### src/rtl/cache_mem_arbiter.sv
// Round-robin arbiter sharing one memory port between the I-cache (0) and D-cache (1).
// One transaction in flight; blocks are serialized into BUS_W beats and returned whole.
module cache_mem_arbiter #(
  parameter int unsigned ADDR_W  = 32,
  parameter int unsigned BLOCK_W = 256,
  parameter int unsigned BUS_W   = 32
) (
  input  logic                 clk_in,
  input  logic                 reset_in,
  input  logic [1:0]           req_valid_in,
  output logic [1:0]           req_ready_out,
  input  logic [1:0]           req_we_in,
  input  logic [2*ADDR_W-1:0]  req_addr_in,
  input  logic [2*BLOCK_W-1:0] req_wdata_in,
  output logic [1:0]           resp_valid_out,
  output logic [BLOCK_W-1:0]   resp_data_out,
  output logic                 mem_cmd_valid_out,
  input  logic                 mem_cmd_ready_in,
  output logic                 mem_cmd_we_out,
  output logic [ADDR_W-1:0]    mem_cmd_addr_out,
  output logic                 mem_wdata_valid_out,
  input  logic                 mem_wdata_ready_in,
  output logic [BUS_W-1:0]     mem_wdata_out,
  input  logic                 mem_rdata_valid_in,
  input  logic [BUS_W-1:0]     mem_rdata_in,
  input  logic                 mem_wack_in
);

  localparam int unsigned BEATS  = BLOCK_W / BUS_W;
  localparam int unsigned BEAT_W = $clog2(BEATS);
  localparam int unsigned OFF_W  = $clog2(BLOCK_W / 8);
  localparam logic [BEAT_W-1:0] LAST_BEAT = BEAT_W'(BEATS - 1);

  typedef enum logic [2:0] {
    S_IDLE  = 3'd0,
    S_CMD   = 3'd1,
    S_WDATA = 3'd2,
    S_WACK  = 3'd3,
    S_RDATA = 3'd4,
    S_RESP  = 3'd5
  } state_e;

  state_e              state_q, state_d;
  logic                rr_q, rr_d;
  logic                gnt_q, gnt_d;
  logic                we_q, we_d;
  logic [ADDR_W-1:0]   addr_q, addr_d;
  logic [BEAT_W-1:0]   beat_q, beat_d;
  logic [BLOCK_W-1:0]  blk_q, blk_d;
  logic                gnt_sel;
  logic [ADDR_W-1:0]   sel_addr;

  // Round-robin pick: favour rr_q, fall back to the other requester.
  always_comb begin
    gnt_sel  = req_valid_in[rr_q] ? rr_q : ~rr_q;
    sel_addr = gnt_sel ? req_addr_in[ADDR_W +: ADDR_W] : req_addr_in[0 +: ADDR_W];
  end

  // Next-state and datapath update; blk_q doubles as writeback source and refill sink.
  always_comb begin
    state_d = state_q;
    rr_d    = rr_q;
    gnt_d   = gnt_q;
    we_d    = we_q;
    addr_d  = addr_q;
    beat_d  = beat_q;
    blk_d   = blk_q;
    unique case (state_q)
      S_IDLE: begin
        if (|req_valid_in) begin
          gnt_d   = gnt_sel;
          we_d    = req_we_in[gnt_sel];
          addr_d  = {sel_addr[ADDR_W-1:OFF_W], OFF_W'(0)};
          blk_d   = gnt_sel ? req_wdata_in[BLOCK_W +: BLOCK_W] : req_wdata_in[0 +: BLOCK_W];
          state_d = S_CMD;
        end
      end
      S_CMD: begin
        if (mem_cmd_ready_in) begin
          beat_d  = '0;
          state_d = we_q ? S_WDATA : S_RDATA;
        end
      end
      S_WDATA: begin
        if (mem_wdata_ready_in) begin
          beat_d = beat_q + 1'b1;
          if (beat_q == LAST_BEAT) state_d = S_WACK;
        end
      end
      S_WACK: begin
        if (mem_wack_in) state_d = S_RESP;
      end
      S_RDATA: begin
        if (mem_rdata_valid_in) begin
          blk_d[int'(beat_q)*BUS_W +: BUS_W] = mem_rdata_in;
          beat_d = beat_q + 1'b1;
          if (beat_q == LAST_BEAT) state_d = S_RESP;
        end
      end
      S_RESP: begin
        rr_d    = ~gnt_q;
        state_d = S_IDLE;
      end
      default: state_d = S_IDLE;
    endcase
  end

  always_ff @(posedge clk_in or negedge reset_in) begin
    if (!reset_in) begin
      state_q <= S_IDLE;
      rr_q    <= 1'b0;
      gnt_q   <= 1'b0;
      we_q    <= 1'b0;
      addr_q  <= '0;
      beat_q  <= '0;
      blk_q   <= '0;
    end else begin
      state_q <= state_d;
      rr_q    <= rr_d;
      gnt_q   <= gnt_d;
      we_q    <= we_d;
      addr_q  <= addr_d;
      beat_q  <= beat_d;
      blk_q   <= blk_d;
    end
  end

  // Grant is combinational and masked while reset is held.
  assign req_ready_out = (reset_in && state_q == S_IDLE && |req_valid_in) ?
                         (gnt_sel ? 2'b10 : 2'b01) : 2'b00;

  assign resp_valid_out      = (state_q == S_RESP) ? (gnt_q ? 2'b10 : 2'b01) : 2'b00;
  assign resp_data_out       = blk_q;
  assign mem_cmd_valid_out   = (state_q == S_CMD);
  assign mem_cmd_we_out      = we_q;
  assign mem_cmd_addr_out    = addr_q;
  assign mem_wdata_valid_out = (state_q == S_WDATA);
  assign mem_wdata_out       = blk_q[int'(beat_q)*BUS_W +: BUS_W];

endmodule

### config.mk
export PLATFORM = sky130hd
export DESIGN_NAME = cache_mem_arbiter
export DESIGN_NICKNAME = d
export VERILOG_FILES = /design/src/rtl/cache_mem_arbiter.sv
export SDC_FILE = /design/constraint.sdc
export NUM_CORES = 1
export LEC_CHECK = 0
export CAP_MARGIN = 25
export CORE_AREA = 2 2 372 374
export CTS_BUF_LIST = sky130_fd_sc_hd__clkbuf_8 sky130_fd_sc_hd__clkbuf_16
export CTS_CLUSTER_SIZE = 12
export DETAILED_ROUTE_END_ITERATION = 6
export DIE_AREA = 0 0 374 376
export PLACE_DENSITY = 0.46
export SYNTH_ARGS = -nofsm -noshare
export SYNTH_HDL_FRONTEND = slang
export SYNTH_SLANG_ARGS = --single-unit
### constraint.sdc
create_clock -name clk_in -period 4.2 [get_ports clk_in]
set_clock_uncertainty 0.2 [all_clocks]
set_input_delay 0.84 -clock clk_in [delete_from_list [all_inputs] [get_ports clk_in]]
set_output_delay 0.84 -clock clk_in [all_outputs]
set_load 0.05 [all_outputs]
==> impl_metrics.json <==
{
  "slew_violations": 0,
  "synth-seq-cells": 292,
  "crit_buf_inv": 2,
  "regToRegSetupSlack_ns": 0.92,
  "final_hold_viol_count": 0,
  "synth_top_area_cell": "dfrtp_1",
  "fin_crit_ns": 4.02,
  "clk_path_buf_depth": 3,
  "dieArea_mm2": 0.141,
  "setup_viol": 0,
  "grt_overflow": 0,
  "worstPathCellList": "buf_4, mux4_2, nand2_1, nand2_1, clkdlybuf4s50_1",
  "status": "finished with violations",
  "crit_family": "buffers and inverters",
  "r2r_cells": 8,
  "synth_edf_count": 0,
  "firstDrtPassIters": 7,
  "ir_drop_uv": 303,
  "p_leak_uw": 0.0121,
  "async_flop_share_pct": 100,
  "r2r_end": "resp_data_out[180]",
  "endpoint": "mem_wdata_out[16]",
  "fin_crit_sh_pct": 95.7,
  "cp.arrival_ns": 2.98,
  "io_buffers": 929,
  "worst_slew_pin_slew_ns": 1.02,
  "syn-instance-count": 1802,
  "cpMostUsedCell": "nand2_1",
  "cap_violations": 0,
  "detail_route.wl_per_cell_um": 29.3,
  "cts-root-buf": "clkbuf_16",
  "clkLatencyLatePin_ns": 0.60,
  "fmax_mhz": 249,
  "fillers": 14801,
  "core-area_mm2": 0.137,
  "cts_num_sinks": 292,
  "die_h_um": 376,
  "area_growth_pct": 73.0,
  "critPathLaunchType": "register",
  "ys_types": 55,
  "cts_made_buffers": 42,
  "io_pins": 945,
  "htree_levels": 2,
  "track_usage_pct": 18.0,
  "rows": 136,
  "grt_start_max_net_pins": 132,
  "critPathSlowestCell": "clkdlybuf4s50_1",
  "post_cts_resized": 0,
  "synth.avg_cell_area_um2": 10.0,
  "routed_via_density": 4.36,
  "yosysSeqAreaShare_pct": 40.4,
  "detail_route.wirelength_um": 132000,
  "layout.cells.most_common_list": "clkdlybuf4s50_1, nand2_1, dfrtp_1",
  "num-nets-final": 3306,
  "drive_gt1_share_pct": 12.3,
  "synth_top_flop_cell": "dfrtp_1",
  "synth_top_area_share_pct": 40.4,
  "via_count": 19677,
  "finalSetupTns_ns": 0,
  "ant_nets": 0,
  "path_class": "reg2out",
  "syn_area_mm2": 0.0181,
  "max_stage_delay_ns": 0.84,
  "hpwl_um": 102000,
  "start_util_pct": 13.2,
  "cts.clk_slew.worst_paths_ns": 0.06,
  "grt_antenna_before_repair": 7,
  "critPathLaunch": "beat_q[1]",
  "rsz0062_at_grt": "no",
  "grt_pass1_vias": 20154,
  "layout_commonest_cell": "clkdlybuf4s50_1",
  "required_ns": 3.16,
  "fin_ws_ns": 0.182,
  "drt_iter0_markers": 1197,
  "setup.worst_path.end_class": "output pin",
  "place_ws_ns": 0.565,
  "die_w_um": 374,
  "synth_warnings": 0,
  "slew_headroom_pct": 31.8,
  "gp_congestion": 0.828,
  "worstHoldPathType": "reg2reg",
  "violations": "DRC",
  "p_per_area_mw_per_mm2": 921,
  "worstSetupPathDepth": 5,
  "tritoncts": "done",
  "drc": 1,
  "r2r_start": "beat_q[1]",
  "grt_pass1_wl_um": 176000,
  "synth.area.top_cells": "dfrtp_1, mux2i_1, mux4_2, a22o_1, nand2_1",
  "cp_max_fo": 17
}
## what timing repair did
action | in CTS | in global routing
buffers inserted | 2 | 0
hold buffers | 1 | 0
setup endpoints to repair | 5 | 0
hold endpoints to repair | 34 | 0
## cells in the mapped netlist (49+ instances only)
cell and n:
a21oi_1 63, a22o_1 128, a31oi_1 54, buf_2 82
clkbuf_1 69, dfrtp_1 292, mux2_2 49, mux2i_1 152
mux4_2 64, nand2_1 298, nor2_1 108, o22a_1 51
o22ai_1 139
## through the flow
step                      total power (uW)  cells  area, um^2  utilization, %  hold WS [ns]
after floorplan                      16500   1806       18100               -         0.264
after global placement               25100   4430       29700            21.8         0.296
after detailed placement             25100   4430       29700            21.8         0.303
after CTS                            29200   4509       31200            22.9         0.316
after global routing                 30000   4510       31200            22.9         0.323
final                                28800   4515       31200            22.9         0.316
## report_power, final
part	leakage [uW]	internal, uW	total [uW]	switching [uW]
registers	0.00342	4230	5740	1510
clock network	0.000738	2310	3900	1580
logic	0.00794	6520	19100	12600
## cell type report
cell class                 count  area (um^2)  share of cell area [%]
sequential                   292         7320                    23.4
timing repair buffer        1021        10200                    32.6
tap                         1794         2240                    7.18
clock buffer                  52         1190                    3.80
antenna                        6         15.0                  0.0481
clock inverter                24          270                   0.865
multi-input combinational   1318        10000                    32.0
inverter                       8         30.0                  0.0961
## registers in the layout, indices dropped and copies added, names as in the netlist
name              cells
beat_q                3
gnt_q                 1
resp_data_out       256
mem_cmd_addr_out     27
state_q               3
rr_q                  1
mem_cmd_we_out        1
## kinds of logic after synthesis
group	Yosys count	synth area share, %
AO/OA/AOI/OAI	570	23.4
AND/OR/NAND/NOR	471	11.1
flip-flops	292	40.4
multiplexers	267	19.6
buffers and inverters	196	5.08
adder cells (fa/ha/maj)	5	0.346
other	1	0.0208
## worst min path at each step
stage | start | to | slack (ns) | depth (start not counted)
detailed placement | resp_data_out[201] | resp_data_out[201] | 0.30 | 1
floorplan | gnt_q | gnt_q | 0.26 | 2
global route | resp_data_out[201] | resp_data_out[201] | 0.32 | 1
global placement | resp_data_out[201] | resp_data_out[201] | 0.30 | 1
CTS | resp_data_out[201] | resp_data_out[201] | 0.32 | 1
finish | resp_data_out[203] | resp_data_out[203] | 0.32 | 1
## layer usage
| metal | part of all wire (%) | track usage [%] | wire, um |
|---|---|---|---|
| met3 | 6.3 | 4.06 | 8340 |
| met4 | 2.9 | 4.87 | 3820 |
| met5 | 0 | 0 | 0 |
| met2 | 50 | 31.8 | 66100 |
| met1 | 41 | 21.7 | 53900 |
Note: power is estimated with default switching activity, not from simulation.
